## src/rtl/ram_view_pkg.sv

```systemverilog
// ============================================================================
//  Module  : ram_view_pkg
//  Purpose : Shared definitions for the RAM viewer blocks: scan FSM state
//            encoding, default RAM geometry and the last-address constant.
//  Ports   : none (package)
//  Revision: 1.0 - initial release
// ============================================================================
`default_nettype none

package ram_view_pkg;

  // Default geometry of the 32x4 switch-written RAM
  localparam int RV_ADDR_W = 5;
  localparam int RV_DATA_W = 4;

  // Highest address of the default-size RAM
  localparam logic [RV_ADDR_W-1:0] RV_LAST_ADDR = '1;

  // Scan sequencer states
  typedef enum logic [2:0] {
    ST_IDLE    = 3'd0,
    ST_ISSUE   = 3'd1,
    ST_WAIT    = 3'd2,
    ST_PRESENT = 3'd3,
    ST_PACE    = 3'd4
  } state_t;

endpackage

`default_nettype wire

```

## src/rtl/pace_tick_gen.sv

```systemverilog
// ============================================================================
//  Module  : pace_tick_gen
//  Purpose : Loadable down-counter producing a tick once PACE_CYCLES enabled
//            cycles have elapsed since the last load.
//  Ports   : i_clk   - clock
//            i_rst   - synchronous active-high reset (counter to 0)
//            i_load  - reload counter with PACE_CYCLES-1
//            i_en    - count enable; tick only asserts while enabled
//            o_tick  - high in the enabled cycle where the count is 0
//  Revision: 1.0 - initial release
// ============================================================================
`default_nettype none

module pace_tick_gen #(
  parameter int PACE_CYCLES = 50_000_000
) (
  input  logic i_clk,
  input  logic i_rst,
  input  logic i_load,
  input  logic i_en,
  output logic o_tick
);

  localparam int                 c_cnt_w  = (PACE_CYCLES > 1) ? $clog2(PACE_CYCLES) : 1;
  localparam logic [c_cnt_w-1:0] c_reload = c_cnt_w'(PACE_CYCLES - 1);
  localparam logic [c_cnt_w-1:0] c_one    = c_cnt_w'(1);

  logic [c_cnt_w-1:0] r_cnt;

  // Counting N-1 down to 0 gives exactly N enabled cycles per interval
  assign o_tick = i_en && (r_cnt == '0);

  always_ff @(posedge i_clk) begin
    if (i_rst) begin
      r_cnt <= '0;
    end else if (i_load) begin
      r_cnt <= c_reload;
    end else if (i_en && (r_cnt != '0)) begin
      r_cnt <= r_cnt - c_one;
    end
  end

endmodule

`default_nettype wire

```

## src/rtl/ram_scan_reader.sv

```systemverilog
// ============================================================================
//  Module  : ram_scan_reader
//  Purpose : Walks the RAM address space, one read per pace interval (or per
//            Step pulse), absorbs the registered read latency and presents
//            each {address, data} pair on a valid/ready output.
//  Ports   : i_clk, i_rst           - clock, synchronous active-high reset
//            i_start                - pulse: begin sweep at address 0
//            i_stop                 - level: abort sweep, return to idle
//            i_step                 - pulse: advance one address (step mode)
//            i_step_mode, i_loop    - sweep options, sampled at start
//            o_ram_addr, i_ram_data - RAM read port
//            o_out_addr, o_out_data - presented pair (registered)
//            o_out_valid, i_out_ready - output handshake
//            o_busy                 - high in every state except idle
//            o_done                 - pulse when a non-looping sweep ends
//  Revision: 1.0 - initial release
// ============================================================================
`default_nettype none

module ram_scan_reader
  import ram_view_pkg::*;
#(
  parameter int ADDR_W      = RV_ADDR_W,
  parameter int DATA_W      = RV_DATA_W,
  parameter int RD_LAT      = 1,
  parameter int PACE_CYCLES = 50_000_000
) (
  input  logic              i_clk,
  input  logic              i_rst,
  input  logic              i_start,
  input  logic              i_stop,
  input  logic              i_step,
  input  logic              i_step_mode,
  input  logic              i_loop,
  output logic [ADDR_W-1:0] o_ram_addr,
  input  logic [DATA_W-1:0] i_ram_data,
  output logic [ADDR_W-1:0] o_out_addr,
  output logic [DATA_W-1:0] o_out_data,
  output logic              o_out_valid,
  input  logic              i_out_ready,
  output logic              o_busy,
  output logic              o_done
);

  localparam int                 c_lat_w     = $clog2(RD_LAT + 1);
  localparam logic [c_lat_w-1:0] c_lat_init  = c_lat_w'(RD_LAT);
  localparam logic [c_lat_w-1:0] c_lat_one   = c_lat_w'(1);
  localparam logic [ADDR_W-1:0]  c_last_addr = '1;
  localparam logic [ADDR_W-1:0]  c_addr_one  = ADDR_W'(1);

  state_t              r_state;
  state_t              w_next_state;

  logic [ADDR_W-1:0]   r_ram_addr;
  logic [ADDR_W-1:0]   r_out_addr;
  logic [DATA_W-1:0]   r_out_data;
  logic                r_out_valid;
  logic                r_done;
  logic [c_lat_w-1:0]  r_lat_cnt;
  logic                r_step_mode;
  logic                r_loop;

  logic                w_latch_cfg;
  logic                w_lat_load;
  logic                w_lat_dec;
  logic                w_capture;
  logic                w_handshake;
  logic                w_addr_inc;
  logic                w_done_set;
  logic                w_pace_load;
  logic                w_pace_en;
  logic                w_pace_tick;

  assign o_ram_addr  = r_ram_addr;
  assign o_out_addr  = r_out_addr;
  assign o_out_data  = r_out_data;
  assign o_out_valid = r_out_valid;
  assign o_done      = r_done;
  assign o_busy      = (r_state != ST_IDLE);

  // The pace counter only runs in paced mode; step mode ignores its tick
  assign w_pace_en = (r_state == ST_PACE) && !r_step_mode;

  pace_tick_gen #(
    .PACE_CYCLES (PACE_CYCLES)
  ) u_pace (
    .i_clk  (i_clk),
    .i_rst  (i_rst),
    .i_load (w_pace_load),
    .i_en   (w_pace_en),
    .o_tick (w_pace_tick)
  );

  // State register
  always_ff @(posedge i_clk) begin
    if (i_rst) begin
      r_state <= ST_IDLE;
    end else begin
      r_state <= w_next_state;
    end
  end

  // Next-state and control strobes
  always_comb begin
    w_next_state = r_state;
    w_latch_cfg  = 1'b0;
    w_lat_load   = 1'b0;
    w_lat_dec    = 1'b0;
    w_capture    = 1'b0;
    w_handshake  = 1'b0;
    w_addr_inc   = 1'b0;
    w_done_set   = 1'b0;
    w_pace_load  = 1'b0;

    case (r_state)
      ST_IDLE: begin
        // Stop dominates a simultaneous Start
        if (i_start && !i_stop) begin
          w_latch_cfg  = 1'b1;
          w_next_state = ST_ISSUE;
        end
      end

      ST_ISSUE: begin
        w_lat_load = 1'b1;
        if (i_stop) begin
          w_next_state = ST_IDLE;
        end else begin
          w_next_state = ST_WAIT;
        end
      end

      ST_WAIT: begin
        if (i_stop) begin
          w_next_state = ST_IDLE;
        end else if (r_lat_cnt <= c_lat_one) begin
          // Last latency cycle: RAM output now belongs to r_ram_addr
          w_capture    = 1'b1;
          w_next_state = ST_PRESENT;
        end else begin
          w_lat_dec = 1'b1;
        end
      end

      ST_PRESENT: begin
        // Stop is deferred until the pending word has been accepted
        if (i_out_ready) begin
          w_handshake = 1'b1;
          if ((r_ram_addr == c_last_addr) && !r_loop) begin
            w_done_set   = 1'b1;
            w_next_state = ST_IDLE;
          end else if (i_stop) begin
            w_next_state = ST_IDLE;
          end else begin
            w_addr_inc   = 1'b1;
            w_pace_load  = 1'b1;
            w_next_state = ST_PACE;
          end
        end
      end

      ST_PACE: begin
        if (i_stop) begin
          w_next_state = ST_IDLE;
        end else if (r_step_mode ? i_step : w_pace_tick) begin
          w_next_state = ST_ISSUE;
        end
      end

      default: begin
        w_next_state = ST_IDLE;
      end
    endcase
  end

  // Address, latency counter and output registers
  always_ff @(posedge i_clk) begin
    if (i_rst) begin
      r_ram_addr  <= '0;
      r_out_addr  <= '0;
      r_out_data  <= '0;
      r_out_valid <= 1'b0;
      r_done      <= 1'b0;
      r_lat_cnt   <= '0;
      r_step_mode <= 1'b0;
      r_loop      <= 1'b0;
    end else begin
      r_done <= w_done_set;

      if (w_latch_cfg) begin
        r_step_mode <= i_step_mode;
        r_loop      <= i_loop;
        r_ram_addr  <= '0;
      end else if (w_addr_inc) begin
        // Natural wrap to 0 past the last address
        r_ram_addr <= r_ram_addr + c_addr_one;
      end

      if (w_lat_load) begin
        r_lat_cnt <= c_lat_init;
      end else if (w_lat_dec) begin
        r_lat_cnt <= r_lat_cnt - c_lat_one;
      end

      if (w_capture) begin
        r_out_data  <= i_ram_data;
        r_out_addr  <= r_ram_addr;
        r_out_valid <= 1'b1;
      end else if (w_handshake || (w_next_state == ST_IDLE)) begin
        r_out_valid <= 1'b0;
      end
    end
  end

endmodule

`default_nettype wire

```

## config.mk

```make
export PLATFORM = sky130hd
export DESIGN_NAME = ram_scan_reader
export DESIGN_NICKNAME = d
export VERILOG_FILES = /design/src/rtl/ram_view_pkg.sv /design/src/rtl/pace_tick_gen.sv /design/src/rtl/ram_scan_reader.sv
export SDC_FILE = /design/constraint.sdc
export NUM_CORES = 1
export LEC_CHECK = 0
export CAP_MARGIN = 10
export CORE_MARGIN = 8
export CORE_UTILIZATION = 45
export DETAILED_ROUTE_END_ITERATION = 10
export HOLD_SLACK_MARGIN = 0.15
export PLACE_DENSITY_LB_ADDON = 0.3
export SLEW_MARGIN = 40
export SYNTH_ARGS = -nofsm -noshare
export SYNTH_HDL_FRONTEND = slang
export SYNTH_SLANG_ARGS = --single-unit
```

## constraint.sdc

```tcl
create_clock -name i_clk -period 3.7 [get_ports i_clk]
set_input_delay 1.11 -clock i_clk [delete_from_list [all_inputs] [get_ports i_clk]]
set_output_delay 1.11 -clock i_clk [all_outputs]
set_load 0.02 [all_outputs]
```

# Word level (Yosys, flattened, before mapping)
# Cells that the tools add are included.
# totals
inputBits,12
memories,0
latch_bits,0
rom_bits,0
out_inout_bits,17
reg_bits,48
word_cells,75
ramBits,0
# op_classes
n_addsub,3
mux,33
multipliers,0
n_reduce_logical,20
bitwise_logic,2
magnitude_cmp,1
div,0
eq_ne,5
n_shift,0
# ops
operator,n
2-to-1 mux 26 bit,2
zero test 26 bit,1
nonzero test 26 bit,1
"subtractor 26 x 1 -> 26 bit, second input constant",1
2-to-1 mux 3 bit,8
2-to-1 mux 1 bit,21
one-hot mux 3 bit (5 select lines),1
"equality test 3 x 2 -> 1 bit, second input constant",2
zero test 3 bit,2
nonzero test 2 bit,3
"adder 5 x 1 -> 5 bit, second input constant",1
"equality test 5 bit, second input constant",1
logical AND 1 bit,5
OR reduction 2 bit,2
"equality test 3 x 1 -> 1 bit, second input constant",1
"equality test 3 bit, second input constant",1
zero test 1 bit,3
nonzero test 3 bit,1
OR reduction 3 bit,1
2-to-1 mux 2 bit,1
inverter 1 bit,2
"less-or-equal comparator 1 bit, second input constant",1
logical OR 1 bit,1
"subtractor 1 bit, second input constant",1

# Logic depth before layout (Yosys ltp)
# logic_depth
depth_word,11
depth_mapped,9
depth_no_buf,8

# Modules after synthesis
# A second synthesis with hierarchy kept.
# unflattened
hier_cells,286
hier_area_um2,2491.1
# modules_own_cells
module,seq_area_each_um2,n_inst,cells_each,area_each_um2
pace_tick_gen,520.5,1,169,1473.9
ram_scan_reader,420.4,1,117,1017.2

# Least setup slack after synthesis
# OpenSTA, ideal clock, no wires.
# synth_path
path_type,input -> register
start,input i_stop
end,"register r_out_addr[0], in the netlist o_out_addr[0]"
path_slack_ns,1.311
n_path_buf,2
setup_ns,0.132
t_required_ns,3.568
cell_stages,5
arrival_ns,2.257
cell_sequence,clkbuf_1 > or4b_2 > clkbuf_1 > nand2_1 > a21oi_1
# synth_between
elab_chain_cells,2
# synth_lines
item,line,text
"start, declared",ram_scan_reader.sv:31,"input logic i_stop,"
2-to-1 mux 1 bit,ram_scan_reader.sv:134,if (i_stop) begin
2-to-1 mux 1 bit,ram_scan_reader.sv:115,case (r_state)
"end signal, assigned",ram_scan_reader.sv:207,r_out_addr <= r_ram_addr;
"end, declared",ram_scan_reader.sv:55,logic [ADDR_W-1:0] r_out_addr;
# Every way passes these cells.
# A chain may end at the register's enable or synchronous reset.

# Worst setup path after layout
# layout_path
start,register r_state[0]
end,output o_busy
# layout_between
elab_chain_cells,1
# layout_lines
item,line,text
"start, declared",ram_scan_reader.sv:51,state_t r_state;
"start signal, assigned",ram_scan_reader.sv:99,r_state <= w_next_state;
nonzero test 3 bit,ram_scan_reader.sv:79,assign o_busy = (r_state != ST_IDLE);
"end, declared",ram_scan_reader.sv:41,"output logic o_busy,"
# Every way passes these cells.

==> impl_metrics.py <==
metrics = {
    "synth": {
        "synth_cell_types": 50,
        "synth_top_area_frac": 0.415,
        "synthMuxAreaShare": 0.0132,
        "yosys.area_share.adder": 0.0221,
        "synthTopCellsByArea": "dfxtp_1, a21oi_1, nand2_1, a31oi_1, or3_1",
        "yosys-top-cells-count": "dfxtp_1, nand2_1, a21oi_1",
        "synth_top_family_by_area": "simple AND/OR/NAND/NOR gates",
        "netlist_area_sq_um": 2270,
        "synth-xor-area-share": 0.0309,
        "synthSimpleGateAreaFrac": 0.307,
        "synth_nets": 272,
        "yosysSeqAreaShare": 0.415,
        "yosysMostFrequentCell": "dfxtp_1",
        "yosys_warnings": 0,
        "synth_area_leader_cell": "dfxtp_1",
        "avgSynthCellArea_sq_um": 8.86,
        "synthArstFlopShare": 0,
        "synth_compound_area_frac": 0.184,
        "synth_edf_count": 0,
        "yosys_register_bits": 47,
        "postSynthCellCount": 256,
        "synthFlopType": "dfxtp_1",
    },
    "finish": {
        "fin_area_sq_um": 2700,
        "post-route-util": 0.542,
        "layout.nets": 297,
        "drive_above_1_share": 0.0957,
        "antenna_cells": 0,
        "seqCellArea_sq_um": 941,
        "fillers": 453,
        "area_delta_synth_final_pct": 18.9,
        "multi_input_area_sq_um": 1260,
    },
    "routing": {
        "routed_wl_microns": 4940,
        "vias_per_cell": 5.46,
        "ant_nets": 0,
        "first_iter_violations": 89,
        "drc": 0,
        "num_vias": 1921,
        "drt_first_pass_iters": 4,
        "avgRoutedWirePerCell_microns": 14.0,
    },
    "grt": {
        "grt_pass1_vias": 1889,
        "grt_antenna_before_repair": 0,
        "grt_start_max_net_pins": 38,
        "grt_overflow_total": 0,
        "track_usage": 0.141,
        "grt_first_pass_wirelength_microns": 8620,
    },
    "pwr": {
        "internal-power_uw": 666,
        "switching_share": 0.237,
        "leakagePower_uw": 0.000898,
        "finalPower_uw": 873,
        "pwr_density_cell_nw_per_um2": 324,
        "irDropWorstVdd_mv": 0.173,
        "p_seq_frac": 0.587,
        "clockPowerShare": 0.361,
        "power_switching_uw": 207,
        "comb_power_share": 0.052,
    },
    "place": {
        "numPortBuffers": 28,
        "place_congestion": 0.742,
        "dp_hpwl_microns": 3480,
        "placed_area_sq_um": 2600,
    },
    "setup_path": {
        "r2r_slack_ps": 1500,
        "crit_slowest_cell": "clkdlybuf4s50_1",
        "path_cells": "or3_1 > clkdlybuf4s50_1",
        "reg2reg_from": "u_pace.r_cnt[0]",
        "start_kind": "flop",
        "rr_worst_depth": 7,
        "slowest_delay_ps": 540,
        "r2r_end": "u_pace.r_cnt[17]",
        "arrival_ps": 1680,
        "setup.worst_path.class": "reg2out",
        "cp_max_fo": 10,
        "end_kind": "primary output",
        "cp_data_required_time_ps": 2590,
    },
    "hold_path": {
        "min_path_type": "reg2reg",
        "min_from": "o_out_addr[2]",
        "holdPathStages": 2,
        "hold_end": "o_out_addr[2]",
    },
    "clock_network": {
        "htreeDepth": 2,
        "max-clock-path-buffers": 2,
        "clkSlewWorstSetupHoldPaths_ps": 90,
        "cts_resized": 0,
        "cts.sinks": 47,
        "post_cts_buffers": 0,
        "clk_latency_ps": 300,
        "cts_buffers": 5,
        "ctsHoldBuffers": 0,
        "root_buffer": "clkbuf_8",
        "tritoncts": "yes",
    },
    "floorplanning": {
        "start_util": 0.456,
        "dieHeight_microns": 87.0,
        "dieArea_sq_um": 7570,
        "core-area_sq_um": 4980,
        "die_width_microns": 87.0,
        "core.rowCount": 26,
        "ios": 29,
    },
    "sta": {
        "hold_viol_final": 0,
        "fin_crit_ps": 2790,
        "rsz0062_at_grt": "no",
        "maxSlewHeadroom": 0.637,
        "tightest_slew_ps": 541,
        "max_freq_mhz": 359,
        "setup-violations-final": 0,
        "tns_ps": 0,
        "finalCritPeriodShare": 0.753,
        "fin_worst_skew_ps": 6.98,
        "slew_viol_final": 0,
    },
    "job": {
        "maxCapViolCount": 0,
    },
    "status": {
        "outcome": "finished, final reports clean",
    },
}
## per-stage QoR
| stage | std cells | setup slack, ps | hold slack (ps) |
|---|---|---|---|
| after CTS | 352 | 902 | 459 |
| after detailed placement | 344 | 803 | 446 |
| after global routing | 352 | 860 | 488 |
| after global placement | 344 | 843 | 442 |
| final | 352 | 913 | 455 |
| after floorplan | 256 | 1310 | 457 |
## kinds of logic after synthesis
family,Yosys count
buf+inv,15
fa+ha+maj,4
mux,3
simple gates,112
xor+xnor,8
flops,47
compound gates,67
## flip-flops by register name, indices dropped and copies added (netlist names), 3 cells and up
name,cells
o_out_data,4
u_pace.r_cnt,26
o_out_addr,5
o_ram_addr,5
r_state,3
## worst max path at each step
stage	depth (start not counted)	slack, ps	from	end
floorplan	5	1310	i_stop	o_out_addr[0]
global placement	4	840	i_stop	o_out_data[1]
detailed placement	5	800	i_out_ready	u_pace.r_cnt[3]
CTS	2	900	r_state[0]	o_busy
global route	2	860	r_state[0]	o_busy
finish	2	910	r_state[0]	o_busy
## layout by cell type (no fill, tap or decap), types with 2 or more instances in the layout
cell type	count
a21oi_1	23
a31oi_1	13
and3_1	5
buf_4	3
clkbuf_8	5
clkdlybuf4s50_1	28
clkinv_4	2
dfxtp_1	47
ha_1	4
inv_1	2
mux2i_1	3
nand2_1	28
nand2b_1	2
nand3_1	3
nand3b_1	6
nand4_1	3
nor2_1	15
nor2b_1	2
nor3_1	6
nor3_2	2
nor3b_1	2
nor4_1	3
o211ai_2	2
o21a_1	2
o21ai_0	11
o31ai_1	7
or3_1	13
or3_4	2
or4_1	7
or4_4	2
or4b_2	2
xnor2_1	4
xor2_1	4
## routing by layer
metal | global-route usage | routed length [microns] | vias up
met5 | 0 | 0 | -
met4 | 0.0469 | 50 | 0
met3 | 0.0330 | 143 | 4
met2 | 0.229 | 2240 | 18
met1 | 0.177 | 2510 | 890
li1 | - | - | 1009
## area by class of cell
| class | count | share of cell area |
|---|---|---|
| multi-input cells | 194 | 0.469 |
| flip-flops and latches | 47 | 0.349 |
| repair buffers | 31 | 0.112 |
| well taps | 70 | 0.0325 |
| clock buffers | 5 | 0.0255 |
| clock inverters | 3 | 0.00928 |
| inverters | 2 | 0.00278 |
## worst max-delay path, delay by kind of cell (launching register included)
| family | cells | cell delay [ps] |
|---|---|---|
| buffers and inverters | 1 | 540 |
| flip-flops | 1 | 440 |
| AND/OR/NAND/NOR | 1 | 400 |
## power by group through the flow
| stage | clock (uW) | sequential [uW] | combinational (uW) |
|---|---|---|---|
| 6_report | 315 | 513 | 45.2 |
| 5_1_grt | 347 | 514 | 49.7 |
| 4_1_cts | 330 | 513 | 45.8 |
| 3_5_place_dp | 0 | 525 | 45.7 |
| 3_3_place_gp | 0 | 525 | 45.6 |
| 2_1_floorplan | 0 | 522 | 27.3 |
(Power assumes the default switching activity.)
